<file path="src/rtl/cfg_regfile.sv">
// Shadow/active config registers with atomic commit, sticky W1C status and masked irq.
// Read data, err, pending and irq all appear one cycle after cause; no backpressure, one access per cycle.
module cfg_regfile #(
    parameter int NUM_CFG    = 2,
    parameter int NUM_STATUS = 1,
    parameter int DATA_WIDTH = 8,
    parameter logic [NUM_CFG*DATA_WIDTH-1:0] CFG_RESET = '0,
    parameter logic [NUM_CFG*DATA_WIDTH-1:0] CFG_WMASK = '1,
    localparam int AW = (NUM_CFG + NUM_STATUS > 1) ? $clog2(NUM_CFG + NUM_STATUS) : 1
) (
    input  logic                             clk_i,
    input  logic                             rst_ni,
    input  logic                             en_i,
    input  logic                             we_i,
    input  logic [AW-1:0]                    addr_i,
    input  logic [DATA_WIDTH-1:0]            data_i,
    output logic [DATA_WIDTH-1:0]            data_o,
    output logic                             rvalid_o,
    output logic                             err_o,
    input  logic                             commit_i,
    output logic                             pending_o,
    input  logic [NUM_STATUS*DATA_WIDTH-1:0] status_set_i,
    input  logic [NUM_STATUS*DATA_WIDTH-1:0] irq_mask_i,
    output logic                             irq_o,
    output logic [NUM_CFG*DATA_WIDTH-1:0]    cfg_o
);

    localparam int NUM_REGS = NUM_CFG + NUM_STATUS;
    localparam int DW       = DATA_WIDTH;

    logic [NUM_CFG*DW-1:0]    shadow_q, shadow_d;
    logic [NUM_CFG*DW-1:0]    active_q, active_d;
    logic [NUM_STATUS*DW-1:0] sticky_q, sticky_d;
    logic [DW-1:0]            data_q, data_d;
    logic                     rvalid_q, rvalid_d;
    logic                     err_q, err_d;
    logic                     pending_q, pending_d;
    logic                     irq_q, irq_d;

    logic [31:0] addr_ext;
    logic        wr, rd, in_range;

    assign addr_ext = 32'(addr_i);
    assign wr       = en_i & we_i;
    assign rd       = en_i & ~we_i;
    // Compare in 32 bits so non-power-of-two maps never alias onto real registers.
    assign in_range = addr_ext < 32'(NUM_REGS);

    always_comb begin
        shadow_d  = shadow_q;
        active_d  = active_q;
        sticky_d  = sticky_q | status_set_i;
        data_d    = data_q;
        rvalid_d  = rd;
        err_d     = en_i & ~in_range;
        pending_d = (shadow_q != active_q);
        irq_d     = |(sticky_q & irq_mask_i);

        // Commit samples the pre-write shadow, so a same-cycle write stays pending.
        if (commit_i) begin
            active_d = shadow_q;
        end

        if (rd) begin
            data_d = '0;
        end

        for (int k = 0; k < NUM_CFG; k++) begin
            if (addr_ext == 32'(k)) begin
                if (wr) begin
                    shadow_d[k*DW +: DW] = (shadow_q[k*DW +: DW] & ~CFG_WMASK[k*DW +: DW])
                                         | (data_i & CFG_WMASK[k*DW +: DW]);
                end
                if (rd) begin
                    data_d = shadow_q[k*DW +: DW];
                end
            end
        end

        for (int j = 0; j < NUM_STATUS; j++) begin
            if (addr_ext == 32'(NUM_CFG + j)) begin
                if (wr) begin
                    sticky_d[j*DW +: DW] = (sticky_q[j*DW +: DW] & ~data_i)
                                         | status_set_i[j*DW +: DW];
                end
                if (rd) begin
                    data_d = sticky_q[j*DW +: DW];
                end
            end
        end
    end

    always_ff @(posedge clk_i) begin
        if (!rst_ni) begin
            shadow_q  <= CFG_RESET;
            active_q  <= CFG_RESET;
            sticky_q  <= '0;
            data_q    <= '0;
            rvalid_q  <= 1'b0;
            err_q     <= 1'b0;
            pending_q <= 1'b0;
            irq_q     <= 1'b0;
        end else begin
            shadow_q  <= shadow_d;
            active_q  <= active_d;
            sticky_q  <= sticky_d;
            data_q    <= data_d;
            rvalid_q  <= rvalid_d;
            err_q     <= err_d;
            pending_q <= pending_d;
            irq_q     <= irq_d;
        end
    end

    assign data_o    = data_q;
    assign rvalid_o  = rvalid_q;
    assign err_o     = err_q;
    assign pending_o = pending_q;
    assign irq_o     = irq_q;
    assign cfg_o     = active_q;

endmodule

</file>
<file path="config.mk">
export PLATFORM = sky130hd
export DESIGN_NAME = cfg_regfile
export DESIGN_NICKNAME = d
export VERILOG_FILES = /design/src/rtl/cfg_regfile.sv
export SDC_FILE = /design/constraint.sdc
export NUM_CORES = 1
export LEC_CHECK = 0
export BUFFER_PORTS_ARGS = -buffer_cell sky130_fd_sc_hd__buf_2
export CORE_UTILIZATION = 47
export CTS_CLUSTER_SIZE = 8
export DETAILED_ROUTE_END_ITERATION = 6
export PLACE_DENSITY_LB_ADDON = 0.08
export SKIP_CTS_REPAIR_TIMING = 1
export SYNTH_ARGS = -nofsm -noshare
export SYNTH_HDL_FRONTEND = slang
export SYNTH_SLANG_ARGS = --single-unit
</file>
<file path="constraint.sdc">
create_clock -name clk_i -period 0.9 [get_ports clk_i]
set_input_delay 0.135 -clock clk_i [delete_from_list [all_inputs] [get_ports clk_i]]
set_output_delay 0.135 -clock clk_i [all_outputs]
set_load 0.05 [all_outputs]
</file>
==> impl_metrics.toml, run 1 <==
[outcome]
outcome = "finished, violations left"
violations = "design-rule violations, negative setup slack"

[route]
vias = 1982
wire_per_inst_um = 15.4
postRouteWirelength_um = 5740
vias_per_cell = 5.31
drt_pre_antenna_iters = 6
drc_errors = 2
route.antenna.remaining_nets = 0
first_iter_violations = 75

[power_and_ir_drop]
power.switching_uw = 1270
power_uw = 4990
cell_internal_power_uw = 3720
combPwrFrac_pct = 16.1
total_leakage_power_uw = 0.00157
clock_power_share_pct = 35.3
vdd.ir_drop.worst_v = 0.000802
power_density_mw_per_mm2 = 1450
power.share.sequential_pct = 48.6
power.share.switching_pct = 25.4

[synthesis]
yosys_warnings = 0
yosys_register_bits = 52
syn_area_per_cell_sq_um = 10.0
top_cells_by_area_synth = "sky130_fd_sc_hd__dfxtp_1, sky130_fd_sc_hd__mux2i_1, sky130_fd_sc_hd__xor2_1"
synth.cell_area_sq_mm = 0.00225
synthDominantAreaCellType = "sky130_fd_sc_hd__dfxtp_1"
synth.yosys.seq_area_share_pct = 46.3
synth_largest_type_area_fraction_pct = 46.3
synth_flop_cell = "sky130_fd_sc_hd__dfxtp_1"
synth_cell_types = 31
synth-edff-count = 0
synthArstFlopShare_pct = 0
synth_fp_nets = 255
netlist_instances = 224

[global_route]
number_of_antenna_violations_at_the_first_check_in_global_routing = 0
first_global_vias = 1916
wire_length_of_the_first_global_routing_pass_um = 8910
grt-ovfl-total = 0
grt_max_degree = 35
global_route.usage.total_pct = 22.8

[final_layout]
final_net_count = 351
final.fill_count = 301
layout.area.seq_sq_mm = 0.00112
fin_util_pct = 76.8
synthToLayoutAreaGrowth_pct = 52.8
stdcell_count = 373
multiInputGateArea_sq_mm = 0.00112
final_layout_size_suffix_gt1_share_pct = 49.5
insertedDiodeCount = 0

[setup_path]
critical_path.n_buffers_inverters = 0
critPathLaunchType = "flip-flop"
critical_path.endpoint_type = "flip-flop"
crit_required_ns = 1.07
cpPeakStageDelay_ns = 0.35
critPathArrivalTime_ns = 1.33
setup.worst_path.class = "reg -> reg"
crit_path_top_delay_cell = "sky130_fd_sc_hd__dfxtp_4"
crit_path_max_fanout = 2
setup.reg_to_reg.worst_slack_ns = -0.25
worstPathCellList = "xor2_1, nor4_2, a41oi_1"
critPathTopFamily = "flip-flops"

[die]
floorplan.die.width_um = 71.2
initial_utilization_pct = 50.3
boundaryPins = 59
vertical_die_dimension_um = 71.2
die_area_sq_mm = 0.00507
rows = 24
core-area_sq_mm = 0.00447

[timing]
maxSlewHeadroom_pct = 80.0
max_freq_ghz = 0.868
max_slew.worst_pin.slew_ns = 0.298
worst_clock_skew_ns = 0.0105
slew_violations = 0
final_period_minus_worst_setup_slack_ns = 1.15
finalHoldViolCount = 0
final.setup.worst_slack_ns = -0.252
final-setup-viol-count = 29
rsz_0062_raised_after_global_routing = "yes"
post-route-period-util_pct = 128

[clocking]
cts_max_level = 2
clkSinkCount = 52
cts_root_buf = "sky130_fd_sc_hd__clkbuf_8"
cts.clk_slew.worst_paths_ns = 0.10
max-clock-path-buffers = 2
tritoncts_clock_tree = "built"
cts_inserted_buffers = 5
clock_insertion_delay_worst_skew_ns = 0.31

[hold_path]
min-delay-path-class = "in -> reg"

[place]
gp_routability_congestion = 0.786
numPlacedInstances = 362
hpwl_um = 4000
dp_slack_ns = -0.292
portBuffers = 58

[run]
drv_cap = 0
[cell type report]
| type | instances | area share (%) |
|---|---|---|
| inverter | 1 | 0.109 |
| sequential | 52 | 32.6 |
| multi-input combinational | 155 | 32.6 |
| clock inverter | 1 | 0.873 |
| clock buffer | 7 | 2.80 |
| timing repair buffer | 105 | 29.1 |
| tap | 52 | 1.89 |
[kinds of logic after synthesis]
logic type | after synthesis | share of synthesized area, %
AO/OA/AOI/OAI | 54 | 17.7
XOR/XNOR | 16 | 6.23
buffers and inverters | 17 | 5.17
flip-flops | 52 | 46.3
multiplexers | 24 | 10.7
AND/OR/NAND/NOR | 61 | 14.0
[metal layers]
metal  routed length, um  track usage [%]
met1                2520             29.6
met2                2990             38.9
met4                  61             5.33
met5                   0                0
met3                 171             4.70
[power groups by stage]
stage / Sequential, uW / Combinational (uW) / Clock, uW
after floorplan: 2610 / 294 / 0
after global placement: 2460 / 706 / 0
after detailed placement: 2460 / 711 / 0
after CTS: 2400 / 712 / 1770
after global routing: 2430 / 856 / 1880
final: 2420 / 804 / 1760
[through the flow]
step | hold WS, ns | area [sq um] | TNS [ns]
floorplan | 0.259 | 2320 | -0.167
global placement | 0.345 | 2940 | -4.91
detailed placement | 0.348 | 2940 | -5.04
CTS | 0.0251 | 3070 | -5.73
global route | 0.0198 | 3440 | -3.82
finish | 0.0246 | 3440 | -3.05
[cell usage in the layout, fill, tap and decap left out, types with 2 or more instances in the layout]
cell type and instances:
sky130_fd_sc_hd__o2bb2ai_1 6, sky130_fd_sc_hd__buf_12 4, sky130_fd_sc_hd__clkbuf_8 7, sky130_fd_sc_hd__nand2b_1 8, sky130_fd_sc_hd__a21oi_1 14, sky130_fd_sc_hd__buf_6 23
sky130_fd_sc_hd__nor2_1 24, sky130_fd_sc_hd__and4b_1 2, sky130_fd_sc_hd__xor2_1 16, sky130_fd_sc_hd__o21a_1 8, sky130_fd_sc_hd__dfxtp_1 17, sky130_fd_sc_hd__mux2i_1 24
sky130_fd_sc_hd__buf_4 28, sky130_fd_sc_hd__o2bb2ai_2 2, sky130_fd_sc_hd__buf_2 30, sky130_fd_sc_hd__a21boi_1 8, sky130_fd_sc_hd__a22oi_1 4, sky130_fd_sc_hd__dfxtp_4 15
sky130_fd_sc_hd__nor4_1 2, sky130_fd_sc_hd__a41oi_1 2, sky130_fd_sc_hd__nor4_2 2, sky130_fd_sc_hd__dfxtp_2 20, sky130_fd_sc_hd__a21oi_2 2, sky130_fd_sc_hd__nand2_1 16
sky130_fd_sc_hd__o221ai_1 7, sky130_fd_sc_hd__buf_8 20
[state kept, by name (all words and copies together) (netlist names)]
register	cells
data_o	8
shadow_q	16
rvalid_o	1
pending_o	1
err_o	1
irq_o	1
sticky_q	8
cfg_o	16
[synthesized netlist by cell type, types with 7 or more instances]
master and count:
sky130_fd_sc_hd__a21boi_1 8, sky130_fd_sc_hd__a21oi_1 15, sky130_fd_sc_hd__xor2_1 16, sky130_fd_sc_hd__nor2_1 24, sky130_fd_sc_hd__o21a_1 8, sky130_fd_sc_hd__mux2i_1 24
sky130_fd_sc_hd__o2bb2ai_1 8, sky130_fd_sc_hd__buf_2 8, sky130_fd_sc_hd__dfxtp_1 52, sky130_fd_sc_hd__o221ai_1 7, sky130_fd_sc_hd__nand2_1 16, sky130_fd_sc_hd__nand2b_1 8
[worst paths after layout]
kind | end | depth (start not counted) | startpoint
setup / recovery | pending_o | 3 | cfg_o[4]
hold / removal | sticky_q[5] | 2 | status_set_i[5]
setup reg to reg | pending_o | 3 | cfg_o[4]
hold reg to reg | data_o[3] | 2 | sticky_q[3]
[worst register-to-register path, cell delays in order (launching register included)]
cell and delay (ns):
sky130_fd_sc_hd__dfxtp_4 0.35, sky130_fd_sc_hd__xor2_1 0.16, sky130_fd_sc_hd__nor4_2 0.35, sky130_fd_sc_hd__a41oi_1 0.15
Note: power is estimated with default switching activity, not from simulation.
==> run 2: changes to the inputs <==
--- a/config.mk
+++ b/config.mk
@@ -5,6 +5,7 @@
 export SDC_FILE = /design/constraint.sdc
 export NUM_CORES = 1
 export LEC_CHECK = 0
+export ABC_AREA = 1
 export BUFFER_PORTS_ARGS = -buffer_cell sky130_fd_sc_hd__buf_2
 export CORE_UTILIZATION = 47
 export CTS_CLUSTER_SIZE = 8
==> run 2 against run 1 <==
The run ends with negative setup slack left; flip-flop and latch count unchanged; global-route usage up 1.5 points; via count up 23%; critical path type is now reg -> out; critical endpoint is now cfg_o[15]; largest power group unchanged; highest routed layer unchanged.
==> impl_metrics.toml, run 2 <==
[route]
wire_per_inst_um = 13.2
wl_met1_um = 3000
vias_per_cell = 4.95
top_layer = "met4"
vias = 2430
postRouteWirelength_um = 6480
route.antenna.remaining_nets = 0
first_iter_violations = 183
detailroute.wirelength.met2_um = 3090
drc_errors = 0
wl_met3_um = 328
drt_pre_antenna_iters = 4

[timing]
rsz_0062_raised_after_global_routing = "yes"
final.setup.worst_slack_ns = -0.168
post-route-period-util_pct = 119
worst_clock_skew_ns = 0.00243
maxSlewHeadroom_pct = 79.1
finalHoldViolCount = 0
timing.hold.ws_ns = 0.0282
final_period_minus_worst_setup_slack_ns = 1.07
max_freq_ghz = 0.937
final-setup-viol-count = 29
max_slew.worst_pin.slew_ns = 0.313
slew_violations = 0

[global_route]
global_route.usage.total_pct = 24.3
wire_length_of_the_first_global_routing_pass_um = 9570
grt-ovfl-total = 0
number_of_antenna_violations_at_the_first_check_in_global_routing = 0
first_global_vias = 2063
grt_max_degree = 33

[synthesis]
post_synth_most_frequent_cells = "sky130_fd_sc_hd__nand2_1, sky130_fd_sc_hd__dfxtp_1, sky130_fd_sc_hd__a21oi_1, sky130_fd_sc_hd__inv_1, sky130_fd_sc_hd__o21ai_0"
synth_cell_types = 23
synth-edff-count = 0
synth.cell_area_sq_mm = 0.00229
yosysMostFrequentCell = "sky130_fd_sc_hd__nand2_1"
top_cells_by_area_synth = "sky130_fd_sc_hd__dfxtp_1, sky130_fd_sc_hd__nand2_1, sky130_fd_sc_hd__a21oi_1"
synth_fp_nets = 352
syn_area_per_cell_sq_um = 7.15
synthDominantAreaCellType = "sky130_fd_sc_hd__dfxtp_1"
synth_largest_type_area_fraction_pct = 45.4
yosys_register_bits = 52
netlist_instances = 321
synthArstFlopShare_pct = 0
synth_flop_cell = "sky130_fd_sc_hd__dfxtp_1"
synth.yosys.seq_area_share_pct = 45.4
yosys_warnings = 0

[final_layout]
final_layout_size_suffix_gt1_share_pct = 49.8
layout_common_cells = "sky130_fd_sc_hd__nand2_1, sky130_fd_sc_hd__a21oi_1, sky130_fd_sc_hd__o21ai_0, sky130_fd_sc_hd__buf_4, sky130_fd_sc_hd__buf_2"
final_net_count = 454
stdcell_count = 491
fin_util_pct = 76.7
synthToLayoutAreaGrowth_pct = 57.8
insertedDiodeCount = 0
stdcell_area_sq_mm = 0.00362
final_common_cell = "sky130_fd_sc_hd__nand2_1"
final.fill_count = 338

[clocking]
max-clock-path-buffers = 2
cts_root_buf = "sky130_fd_sc_hd__clkbuf_8"
clkSinkCount = 52
cts.clk_slew.worst_paths_ns = 0.09
clock_insertion_delay_worst_skew_ns = 0.31
cts_inserted_buffers = 5
tritoncts_clock_tree = "built"
cts_max_level = 2

[power_and_ir_drop]
power.share.switching_pct = 30.3
cell_internal_power_uw = 3530
total_leakage_power_uw = 0.00161
clock_power_share_pct = 27.3
power_density_mw_per_mm2 = 1400
power.switching_uw = 1540
power.share.sequential_pct = 49.7
vdd.ir_drop.worst_v = 0.000980
combPwrFrac_pct = 23.0

[hold_path]
worst_hold_startpoint = "status_set_i[0]"
whs_path_depth = 3
min-delay-path-class = "in -> reg"
worst_hold_path.endpoint = "sticky_q[0]"

[setup_path]
crit-reg2reg-launch = "cfg_o[7]"
crit_path_max_fanout = 3
setup.worst_path.class = "reg -> out"
critical_path.endpoint_type = "primary output"
critPathArrivalTime_ns = 0.93
crit_path_top_delay_cell = "sky130_fd_sc_hd__dfxtp_4"
critPathTopFamily = "flip-flops"
crit_required_ns = 0.76
setup.reg_to_reg.worst_slack_ns = -0.07
cpPeakStageDelay_ns = 0.37
worstPathCellList = "buf_6, buf_8"
timing.rr.end = "pending_o"
critical_path.n_buffers_inverters = 2
critPathLaunchType = "flip-flop"
reg2regPathDepth = 7

[place]
hpwl_um = 4620
gp_routability_congestion = 0.814
numPlacedInstances = 480
portBuffers = 58
dpl-instance-area_sq_mm = 0.00306

[die]
boundaryPins = 59
core-area_sq_mm = 0.00472
floorplan.die.width_um = 71.9
die_area_sq_mm = 0.00517
initial_utilization_pct = 48.6
vertical_die_dimension_um = 71.9
rows = 25

[run]
drv_cap = 0

[outcome]
outcome = "finished, violations left"
violations = "negative setup slack"
==> run 2: metal layers <==
layer,global-route usage [%],vias up
met2,38.9,73
li1,-,1243
met5,0,-
met4,6.97,0
met3,4.64,6
met1,33.6,1108
==> run 2: power by group through the flow <==
stage	clock [uW]	combinational [uW]	sequential, uW
CTS	1400	967	2490
global placement	0	950	2540
floorplan	0	372	2760
detailed placement	0	964	2540
global route	1500	1260	2530
finish	1380	1160	2520
==> run 2: metrics by stage <==
step                setup WS (ns)  TNS [ns]  total power, uW
detailed placement         -0.248     -5.19             3500
global placement           -0.235     -4.63             3490
finish                     -0.168     -2.18             5070
floorplan                 -0.0597   -0.0597             3130
CTS                        -0.269     -5.26             4860
global route               -0.188     -3.00             5290
==> run 2: kinds of logic (layout without fill, tap and decap cells) <==
kind of cell | count (synthesis) | in the layout | share of synthesized area (%)
buffers and inverters | 49 | 152 | 8.51
flip-flops | 52 | 52 | 45.4
AO/OA/AOI/OAI | 92 | 92 | 21.7
XOR/XNOR | 1 | 1 | 0.382
AND/OR/NAND/NOR | 127 | 127 | 24.0
==> run 2: cell type report <==
type | count | area (sq um) | share of cell area, %
Multi-Input combinational cell | 220 | 1160 | 31.9
Clock buffer | 6 | 82.6 | 2.28
Timing Repair Buffer | 106 | 1010 | 27.9
Clock inverter | 2 | 10.0 | 0.276
Tap cell | 67 | 83.8 | 2.32
Sequential cell | 52 | 1130 | 31.3
Inverter | 38 | 145 | 4.01
==> run 2: worst max path at each step <==
stage / slack, ns / cells after the start / startpoint / endpoint
6_report: -0.17 / 2 / cfg_o[15] / cfg_o[15]
5_1_grt: -0.19 / 2 / cfg_o[15] / cfg_o[15]
4_1_cts: -0.27 / 2 / cfg_o[15] / cfg_o[15]
3_5_place_dp: -0.25 / 7 / en_i / data_o[2]
3_3_place_gp: -0.23 / 6 / addr_i[0] / data_o[5]
2_1_floorplan: -0.06 / 5 / cfg_o[14] / pending_o
==> run 2: worst min-delay path: stages <==
cell and delay (ns):
sky130_fd_sc_hd__buf_2 0.07, sky130_fd_sc_hd__a21oi_1 0.03, sky130_fd_sc_hd__nor2_1 0.07
